[config.mk]
export PLATFORM = sky130hd
export DESIGN_NAME = dipsw_debounce_pio
export DESIGN_NICKNAME = d
export VERILOG_FILES = /design/src/rtl/dipsw_debounce_pio.sv
export SDC_FILE = /design/constraint.sdc
export NUM_CORES = 1
export LEC_CHECK = 0
export ABC_AREA = 1
export BUFFER_PORTS_ARGS = -buffer_cell sky130_fd_sc_hd__buf_2
export CORE_MARGIN = 8
export CORE_UTILIZATION = 58
export CTS_CLUSTER_SIZE = 25
export DETAILED_ROUTE_END_ITERATION = 7
export GPL_ROUTABILITY_DRIVEN = 0
export HOLD_SLACK_MARGIN = 0.03
export MAX_ROUTING_LAYER = met4
export PLACE_DENSITY_LB_ADDON = 0.1
export SLEW_MARGIN = 20
export SYNTH_ARGS = -nofsm -noshare
export SYNTH_HDL_FRONTEND = slang
export SYNTH_SLANG_ARGS = --single-unit
[constraint.sdc]
create_clock -name clk_clk -period 3.5 [get_ports clk_clk]
set_clock_uncertainty 0.05 [all_clocks]
set_input_delay 0.175 -clock clk_clk [delete_from_list [all_inputs] [get_ports clk_clk]]
set_output_delay 0.175 -clock clk_clk [all_outputs]
set_load 0.1 [all_outputs]
[src/rtl/dipsw_debounce_pio.sv]
// dipsw_debounce_pio
// Avalon-MM slave on the lightweight HPS-to-FPGA bridge that samples the
// board DIP switches, debounces every bit, and reports the stable value,
// an edge-capture register and a level interrupt to the HPS.
//
// Optional feature macro: DIPSW_PIO_EDGE_IRQ_EN
//   defined     : edge capture, IRQMASK (addr 2), EDGECAP (addr 3, W1C), irq
//   not defined : addresses 2/3 read 0 and ignore writes, irq tied low
//
// Ports
//   clk_clk        in   system clock
//   reset_reset    in   asynchronous, active-high reset
//   sw_in          in   raw switch pins (asynchronous to clk_clk)
//   avs_address    in   word address
//   avs_read       in   read strobe
//   avs_write      in   write strobe
//   avs_writedata  in   write data
//   avs_readdata   out  read data, valid one cycle after the read is sampled
//   irq            out  level interrupt, active high
//
// Register map: 0 DATA (RO), 1 reserved, 2 IRQMASK (RW), 3 EDGECAP (RW1C)

module dipsw_debounce_pio #(
   parameter int WIDTH           = 4,
   parameter int DEBOUNCE_CYCLES = 500000,
   parameter int CNT_W           = $clog2(DEBOUNCE_CYCLES)
) (
   input  logic              clk_clk,
   input  logic              reset_reset,
   input  logic [WIDTH-1:0]  sw_in,
   input  logic [1:0]        avs_address,
   input  logic              avs_read,
   input  logic              avs_write,
   input  logic [31:0]       avs_writedata,
   output logic [31:0]       avs_readdata,
   output logic              irq
);

   localparam logic [CNT_W-1:0] CNT_TC = CNT_W'(DEBOUNCE_CYCLES - 1);

   logic [WIDTH-1:0] sync1_q, sync1_d;
   logic [WIDTH-1:0] s_q, s_d;
   logic [WIDTH-1:0] db_q, db_d;
   logic [CNT_W-1:0] cnt_q [WIDTH];
   logic [CNT_W-1:0] cnt_d [WIDTH];
   logic [31:0]      readdata_q, readdata_d;
   logic [31:0]      rd_word;

`ifdef DIPSW_PIO_EDGE_IRQ_EN
   logic [WIDTH-1:0] db_dly_q, db_dly_d;
   logic [WIDTH-1:0] irqmask_q, irqmask_d;
   logic [WIDTH-1:0] edgecap_q, edgecap_d;
   logic [WIDTH-1:0] w1c_clr;
   logic             irq_q, irq_d;
   logic             unused_wdata;

   // Only the low WIDTH bits of the write data carry register content.
   assign unused_wdata = ^avs_writedata;

   always_comb begin
      db_dly_d  = db_q;
      irqmask_d = irqmask_q;
      w1c_clr   = '0;
      if (avs_write && avs_address == 2'd2) irqmask_d = avs_writedata[WIDTH-1:0];
      if (avs_write && avs_address == 2'd3) w1c_clr   = avs_writedata[WIDTH-1:0];
      // New edges are OR-ed in after the clear so a same-cycle edge survives.
      edgecap_d = (edgecap_q & ~w1c_clr) | (db_q ^ db_dly_q);
      irq_d     = |(edgecap_q & irqmask_q);
   end

   always_ff @(posedge clk_clk or posedge reset_reset) begin
      if (reset_reset) begin
         db_dly_q  <= '0;
         irqmask_q <= '0;
         edgecap_q <= '0;
         irq_q     <= 1'b0;
      end else begin
         db_dly_q  <= db_dly_d;
         irqmask_q <= irqmask_d;
         edgecap_q <= edgecap_d;
         irq_q     <= irq_d;
      end
   end

   assign irq = irq_q;
`else
   logic unused_wr;

   // Without edge capture there is no writable register.
   assign unused_wr = ^{avs_write, avs_writedata};
   assign irq       = 1'b0;
`endif

   // Synchronizer, per-bit debounce counters and read mux.
   always_comb begin
      sync1_d = sw_in;
      s_d     = sync1_q;
      db_d    = db_q;
      for (int i = 0; i < WIDTH; i++) begin
         cnt_d[i] = '0;
         if (s_q[i] != db_q[i]) begin
            if (cnt_q[i] == CNT_TC) db_d[i]  = s_q[i];
            else                    cnt_d[i] = cnt_q[i] + CNT_W'(1);
         end
      end

      rd_word = '0;
      case (avs_address)
         2'd0:    rd_word[WIDTH-1:0] = db_q;
`ifdef DIPSW_PIO_EDGE_IRQ_EN
         2'd2:    rd_word[WIDTH-1:0] = irqmask_q;
         2'd3:    rd_word[WIDTH-1:0] = edgecap_q;
`endif
         default: rd_word = '0;
      endcase
      // Read data holds until the next read strobe.
      readdata_d = avs_read ? rd_word : readdata_q;
   end

   always_ff @(posedge clk_clk or posedge reset_reset) begin
      if (reset_reset) begin
         sync1_q    <= '0;
         s_q        <= '0;
         db_q       <= '0;
         readdata_q <= '0;
         for (int i = 0; i < WIDTH; i++) cnt_q[i] <= '0;
      end else begin
         sync1_q    <= sync1_d;
         s_q        <= s_d;
         db_q       <= db_d;
         readdata_q <= readdata_d;
         cnt_q      <= cnt_d;
      end
   end

   assign avs_readdata = readdata_q;

endmodule
-- Word level (Yosys, flattened, before mapping)
Cells that the tools add are included.
W data, S select, Z words.
- add/sub/neg operators: 4
- equal/unequal tests: 8
- mux-type cells: 9
- reduce and logical (&&, ||, !) cells: 5
- operators with widths (kind ; count):
    $mux W19 ; 8
    $add A19 B1 Y19 const B ; 4
    $eq A19 B19 Y1 const B ; 4
    $reduce_and A2 Y1 ; 4
    $mux W4 ; 1
    $ne A1 B1 Y1 ; 4
    $logic_not A2 Y1 ; 1
- register bits: 92
- bits of input ports: 42
- output and inout bits: 33
- logic and storage cells: 37

-- Longest topological paths before layout
Gate-level depths: netlist of the first run.
- depth after elaboration: 3
- depth in mapped cells: 8
- depth with buffers taken out: 8

-- Least setup slack after synthesis of the first run
Ideal clock, no wire load.
- kind: register to register
- from: register cnt_q[38] (netlist name)
- to: register cnt_q[43] (netlist name)
- library setup time: 0.119 ns
- arrival: 1.172 ns
- setup slack: 2.159 ns
- cell stages (with the launch flop): 9
- path buffers: 0
- period minus slack after synthesis: 1.341 ns
- cells stage by stage: dfrtp_1 > ha_1 > nand2_1 > nor2_1 > nand2_1 > nor2_1 > nand2_2 > nand2_2 > nor2_1
- RTL lines (what ; RTL line ; source):
    start, declared ; 44 ; logic [CNT_W-1:0] cnt_q [WIDTH];
    start signal, assigned ; 132 ; cnt_q <= cnt_d;

==> flow_summary.yaml, run 1 <==
power:
  leakage_nw: 2.457
  power_mw: 2.208
  power.density_mw_per_mm2: 392.3
  ir_worst_vdd_uv: 218.0
logic_synthesis:
  syn_inst: 696
  synthFlopType: "dfrtp_1"
  synth_cell_types: 30
  synth-simple-area-share_pct: 35.18
  synth_fa_ha_area_share_pct: 0.9547
  avgSynthCellArea_sq_um: 7.532
  ys_ff_latch: 92
  synth_area_sq_mm: 0.005243
  synth_xor_area_share_pct: 6.945
  yosysWarnings: 0
  synthMuxAreaShare_pct: 0
  async_flop_share_pct: 100.0
  synth_edf_count: 0
  synth_top_family_by_area: "simple AND/OR/NAND/NOR gates"
  yosysSeqAreaShare_pct: 43.91
  synth_compound_area_share_pct: 3.079
routing:
  viasPerCell: 4.998
  routed_wl_um: 10180
  wire_per_inst_um: 12.21
  num_vias: 4168
  dr.pass1.iters: 4
  drtAntennaViolNets: 0
  drt_iter0_drc: 163
  route.detailed.drc: 0
global_routing:
  grt_first_pass_wirelength_um: 17950
  grt_pass1_vias: 4073
  grt_max_degree: 72
  grt_util_all_layers_pct: 17.44
  antenna_found_initial: 0
  overflow: 0
worst_setup_path:
  cp.depth: 8
  cp-end-kind: "flop"
  cpPeakStageDelay_ns: 0.39
  crit_path_top_delay_cell: "dfrtp_1"
  path_cells: "ha_1, nand2_1, nor2_2, nand2_1, nor2_2, nand2_2, nand2_2, nor2_1"
  reg2reg_from: "cnt_q[19]$_DFF_PP0_"
  cp_max_fo: 5
  start_kind: "flop"
  cp.required_ns: 3.68
  rrSetupSlack_ns: 1.91
  critical-path-top-delay-family: "simple AND/OR/NAND/NOR gates"
  cp_data_arrival_time_ns: 1.77
  worstReg2RegEnd: "cnt_q[24]$_DFF_PP0_"
  path_buf_inv: 0
  r2r_cells: 8
  worstSetupPathType: "reg -> reg"
  worstSetupStartpoint: "cnt_q[19]$_DFF_PP0_"
sta:
  whs_ns: 0.06839
  fin_crit_sh_pct: 45.38
  hold_viol: 0
  fin_tns_setup_ns: 0
  slew_violations: 0
  setup_viol: 0
  timing.final.crit_period_ns: 1.588
  fmax_ghz: 0.6297
  slew_headroom_pct: 43.91
  tightestPinTransition_ns: 0.8414
  rsz0062_at_grt: "no"
clocking:
  cts_setup_buffers: 0
  cts_buffer_depth: 2
  cts_tree: "done"
  numCtsBuffers: 9
  htreeDepth: 3
  root_buffer: "clkbuf_8"
  path_clk_slew_ns: 0.10
  worstSkewPairLatency_ns: 0.36
  cts_sinks: 92
floorplan:
  dieHeight_um: 111.1
  die-area_sq_mm: 0.01234
  initial_core_util_pct: 59.82
  rows: 34
  fp.coreArea_sq_mm: 0.008763
  io_pins: 75
  die_width_um: 111.1
placed_design:
  place_area_sq_mm: 0.005325
  port_buffers: 12
  dpl.hpwl_um: 7486
run:
  drv_cap: 0
finish:
  antenna_cells: 0
  drive_above_1_share_pct: 9.917
  syn_to_final_growth_pct: 7.351
  nNetsFinal: 768
  design_area_sq_mm: 0.005628
run_status:
  status: "complete, no violations"
hold_path:
  hold_start: "avs_read"
  min_to: "avs_readdata[0]$_DFFE_PP0P_"
  hold_path_class: "in -> reg"
  holdPathStages: 2
-- final cells by class --
class	count	area [sq um]
Fill cell	801	3136
Multi-Input combinational cell	524	2529
Sequential cell	92	2302
Inverter	77	291.5
Tap cell	108	135.1
Clock buffer	10	127.6
Clock inverter	5	125.1
Timing Repair Buffer	18	117.6
-- where the power goes --
part / switching, mW / internal (mW) / total, mW
Combinational: 0.188 / 0.0222 / 0.211
Clock: 0.366 / 0.542 / 0.909
Sequential: 0.0111 / 1.08 / 1.09
-- kinds of logic after synthesis --
| group | Yosys count |
|---|---|
| AOI/OAI and AO/OA | 32 |
| xor gates and xnor gates | 39 |
| adders and majority gates | 4 |
| buffers and inverters | 108 |
| DFF | 92 |
| other | 1 |
| and+or+nand+nor | 420 |
-- worst max path at each step --
stage	endpoint
after floorplan	avs_readdata[0]$_DFFE_PP0P_
after global placement	cnt_q[43]$_DFF_PP0_
after detailed placement	cnt_q[43]$_DFF_PP0_
after CTS	cnt_q[24]$_DFF_PP0_
after global routing	cnt_q[37]$_DFF_PP0_
final	cnt_q[24]$_DFF_PP0_
-- synthesized netlist by cell type, types with 5 or more instances --
cell type / n / area, sq um
xor2_1: 25 / 219.0
nor2_2: 11 / 68.82
inv_1: 72 / 270.3
inv_2: 5 / 18.77
nand2_1: 122 / 457.9
dfrtp_1: 92 / 2302
a21oi_1: 17 / 85.08
nor2_1: 185 / 694.4
xnor2_1: 11 / 96.34
nor2_4: 7 / 78.83
nand2_2: 14 / 87.58
o21ai_0: 10 / 50.05
nand3_1: 58 / 290.3
buf_4: 29 / 217.7
-- registers in the layout, summed over array words and instances (netlist names) --
| register | flops |
|---|---|
| avs_readdata | 4 |
| s_q | 4 |
| cnt_q | 76 |
| db_q | 4 |
| s_d | 4 |
-- per-stage QoR --
step / util, % / setup slack (ns) / cells
final: 64.22 / 1.912 / 834
after detailed placement: 60.77 / 1.912 / 814
after global placement: 60.77 / 1.968 / 814
after CTS: 64.22 / 1.892 / 834
after floorplan: - / 0.8830 / 724
after global routing: 64.22 / 1.725 / 834
-- metal layers --
| layer | vias to the layer above | global-route usage, % | routed length [um] |
|---|---|---|---|
| met4 | 0 | 5.156 | 110 |
| met3 | 14 | 3.355 | 499 |
| met2 | 79 | 28.02 | 4849 |
| li1 | 2138 | - | - |
| met5 | - | - | 0 |
| met1 | 1937 | 21.90 | 4722 |
-- placed cells by master, fill, tap and decap left out --
master	count
nand4_1	4
nor2_1	185
and3_1	1
conb_1	29
nand3_2	2
nand3_1	58
dfrtp_1	92
clkbuf_1	1
inv_2	5
dlygate4sd3_1	5
o22ai_1	1
o21ai_1	4
clkbuf_8	9
clkinv_2	1
inv_4	1
nor2_4	7
xnor2_1	11
o21ai_0	10
buf_4	1
nand2_1	122
nor3b_1	4
buf_2	12
nand2_4	1
xor2_2	3
and2_1	4
nor3_1	3
nand3b_1	2
nand2_2	14
inv_1	71
ha_1	4
and2_0	1
nor3b_2	1
bufinv_16	4
xor2_1	25
a21oi_1	17
nor2_2	11
-- repair_timing --
action | in CTS | in global routing
hold buffers | 5 | 0
resized for setup | 0 | 0
hold endpoints to repair | 74 | 0
(Power assumes the default switching activity.)
==> inputs of run 2 (changes only) <==
==> constraint.sdc (replaced) <==
create_clock -name clk_clk -period 1.5 [get_ports clk_clk]
set_clock_uncertainty 0.05 [all_clocks]
set_input_delay 0.075 -clock clk_clk [delete_from_list [all_inputs] [get_ports clk_clk]]
set_output_delay 0.075 -clock clk_clk [all_outputs]
set_load 0.1 [all_outputs]
==> run 2 against run 1 <==
  * Sequential power rose by 130%
  * Core utilization grew 2.8 points
  * Critical path type unchanged
  * Register-to-register slack lost 1.8 ns
  * Fmax increased by 12%
  * Non-clock buffer count increased by 18
  * Power increased by 120%
  * Final cell count grew 2.3%
  * Clock power grew 100%
  * Combinational power grew to 2.5 times the previous value
  * Largest cell class unchanged
  * Hold slack improved by 0.23 ns
  * Global-route usage about the same
  * Sequential share of layout area is 1.7 points lower
==> flow_summary.yaml, run 2 (same netlist as run 1, synthesis figures left out) <==
run_status:
  status: "complete, no violations"
sta:
  rsz0062_at_grt: "yes"
  slew_violations: 0
  fin_tns_setup_ns: 0
  hold_viol: 0
  setup_viol: 0
  whs_ns: 0.2950
  fmax_ghz: 0.7036
  fin_crit_sh_pct: 94.74
  timing.final.crit_period_ns: 1.421
worst_setup_path:
  cpPeakStageDelay_ns: 0.37
  worstSetupPathType: "reg -> reg"
  cp-end-kind: "flop"
  path_cells: "ha_2, nand2_1, nor2_2, nand2_1, nor2_4, nand2_4, nand3_1, nor2_1"
  critical-path-top-delay-family: "simple AND/OR/NAND/NOR gates"
  cp.required_ns: 1.70
  cp_data_arrival_time_ns: 1.62
  path_buf_inv: 0
  cp_max_fo: 6
  crit_path_top_delay_cell: "dfrtp_1"
  start_kind: "flop"
  cpMostUsedCell: "nand2_1"
clocking:
  htreeDepth: 3
  root_buffer: "clkbuf_8"
  worstSkewPairLatency_ns: 0.36
  numCtsBuffers: 9
  path_clk_slew_ns: 0.10
  cts_sinks: 92
  cts_buffer_depth: 2
  cts_tree: "done"
floorplan:
  fp.coreArea_sq_mm: 0.008763
  die_width_um: 111.1
  io_pins: 75
  rows: 34
  initial_core_util_pct: 59.82
  die-area_sq_mm: 0.01234
  dieHeight_um: 111.1
global_routing:
  grt_pass1_vias: 3988
  grt_util_all_layers_pct: 17.42
  grt_first_pass_wirelength_um: 17870
  antenna_found_initial: 0
  overflow: 0
  grt_max_degree: 93
routing:
  drt_iter0_drc: 204
  top_layer: "met4"
  wl_met2_um: 5145
  wl_met1_um: 4796
  routed_wl_um: 10510
  dr.pass1.iters: 6
  met3WireLength_um: 477
  wire_per_inst_um: 12.32
  drtAntennaViolNets: 0
  num_vias: 4290
  route.detailed.drc: 0
  viasPerCell: 5.029
finish:
  syn_to_final_growth_pct: 12.08
  largest_reg_flops: 76
  design_area_sq_mm: 0.005876
  antenna_cells: 0
  largest-register: "cnt_q"
  final_common_cell: "nor2_1"
  nNetsFinal: 786
  drive_above_1_share_pct: 14.50
  final_cell_mix: "176 x nor2_1, 116 x nand2_1, 91 x dfrtp_1, 71 x inv_1, 57 x nand3_1"
placed_design:
  port_buffers: 12
  dpl.hpwl_um: 7432
  place_area_sq_mm: 0.005429
run:
  drv_cap: 0
power:
  ir_worst_vdd_uv: 650.8
  leakage_nw: 2.579
  power.density_mw_per_mm2: 838.0
hold_path:
  hold_path_class: "in -> reg"
[run 2: changes by cell type in the layout (fill, tap and decap cells not counted), sizes merged]
| cell | previous run | this run |
|---|---|---|
| buf | 13 | 28 |
| bufinv | 4 | 2 |
| clkinvlp | 0 | 2 |
| dlygate4sd3 | 5 | 8 |
| inv | 77 | 78 |
[run 2: layer usage]
| layer | track usage [%] | vias up |
|---|---|---|
| li1 | - | 2174 |
| met4 | 3.822 | 0 |
| met1 | 21.23 | 2018 |
| met2 | 28.06 | 89 |
| met3 | 5.087 | 9 |
| met5 | - | - |
[run 2: stage by stage]
stage                     std cells  utilization (%)  worst slack, ns  total power [mW]
final                           853            67.05          0.07883             4.924
after global routing            853            67.05         -0.02086             5.117
after CTS                       850            65.42          0.01447             4.972
after global placement          826            61.95          0.02333             3.088
after detailed placement        826            61.95         -0.01048             3.093
after floorplan                 724                -           0.1592             3.075
[run 2: worst register-to-register path: stages (launching register included)]
cell and delay, ns:
dfrtp_1 0.37, ha_2 0.19, nand2_1 0.08, nor2_2 0.12, nand2_1 0.11, nor2_4 0.14
nand2_4 0.10, nand3_1 0.10, nor2_1 0.05
[run 2: where the power goes]
part | internal (mW) | leakage (nW) | switching [mW]
logic | 0.0806 | 1.22 | 0.449
registers | 2.51 | 1.26 | 0.0255
clock network | 0.955 | 0.107 | 0.900
[run 2: worst paths after layout]
path / startpoint / to / slack [ns] / cells after the start
min: sw_in[1] / s_d[1]$_DFF_PP0_ / 0.30 / 2
min in group asynchronous: reset_reset / cnt_q[52]$_DFF_PP0_ / 0.33 / 4
min reg2reg: s_d[1]$_DFF_PP0_ / s_q[1]$_DFF_PP0_ / 0.31 / 0
max: cnt_q[38]$_DFF_PP0_ / cnt_q[54]$_DFF_PP0_ / 0.08 / 8
max reg2reg: cnt_q[38]$_DFF_PP0_ / cnt_q[54]$_DFF_PP0_ / 0.08 / 8
max in group asynchronous: reset_reset / cnt_q[68]$_DFF_PP0_ / 0.68 / 4
[run 2: area by class of cell]
cell class | count | area [sq um]
clock inverter | 6 | 93.84
inverter | 77 | 292.8
tap | 108 | 135.1
fill | 732 | 2888
clock buffer | 10 | 127.6
sequential | 92 | 2303
multi-input combinational | 524 | 2650
timing repair buffer | 36 | 272.8
[run 2: what timing repair did]
action,in CTS,in global routing
pin swaps,0,7
buffers inserted,0,3
gates resized for setup,1,34
endpoints found under the setup margin,6,44
endpoints found under the hold margin,100,0
hold buffers,8,0
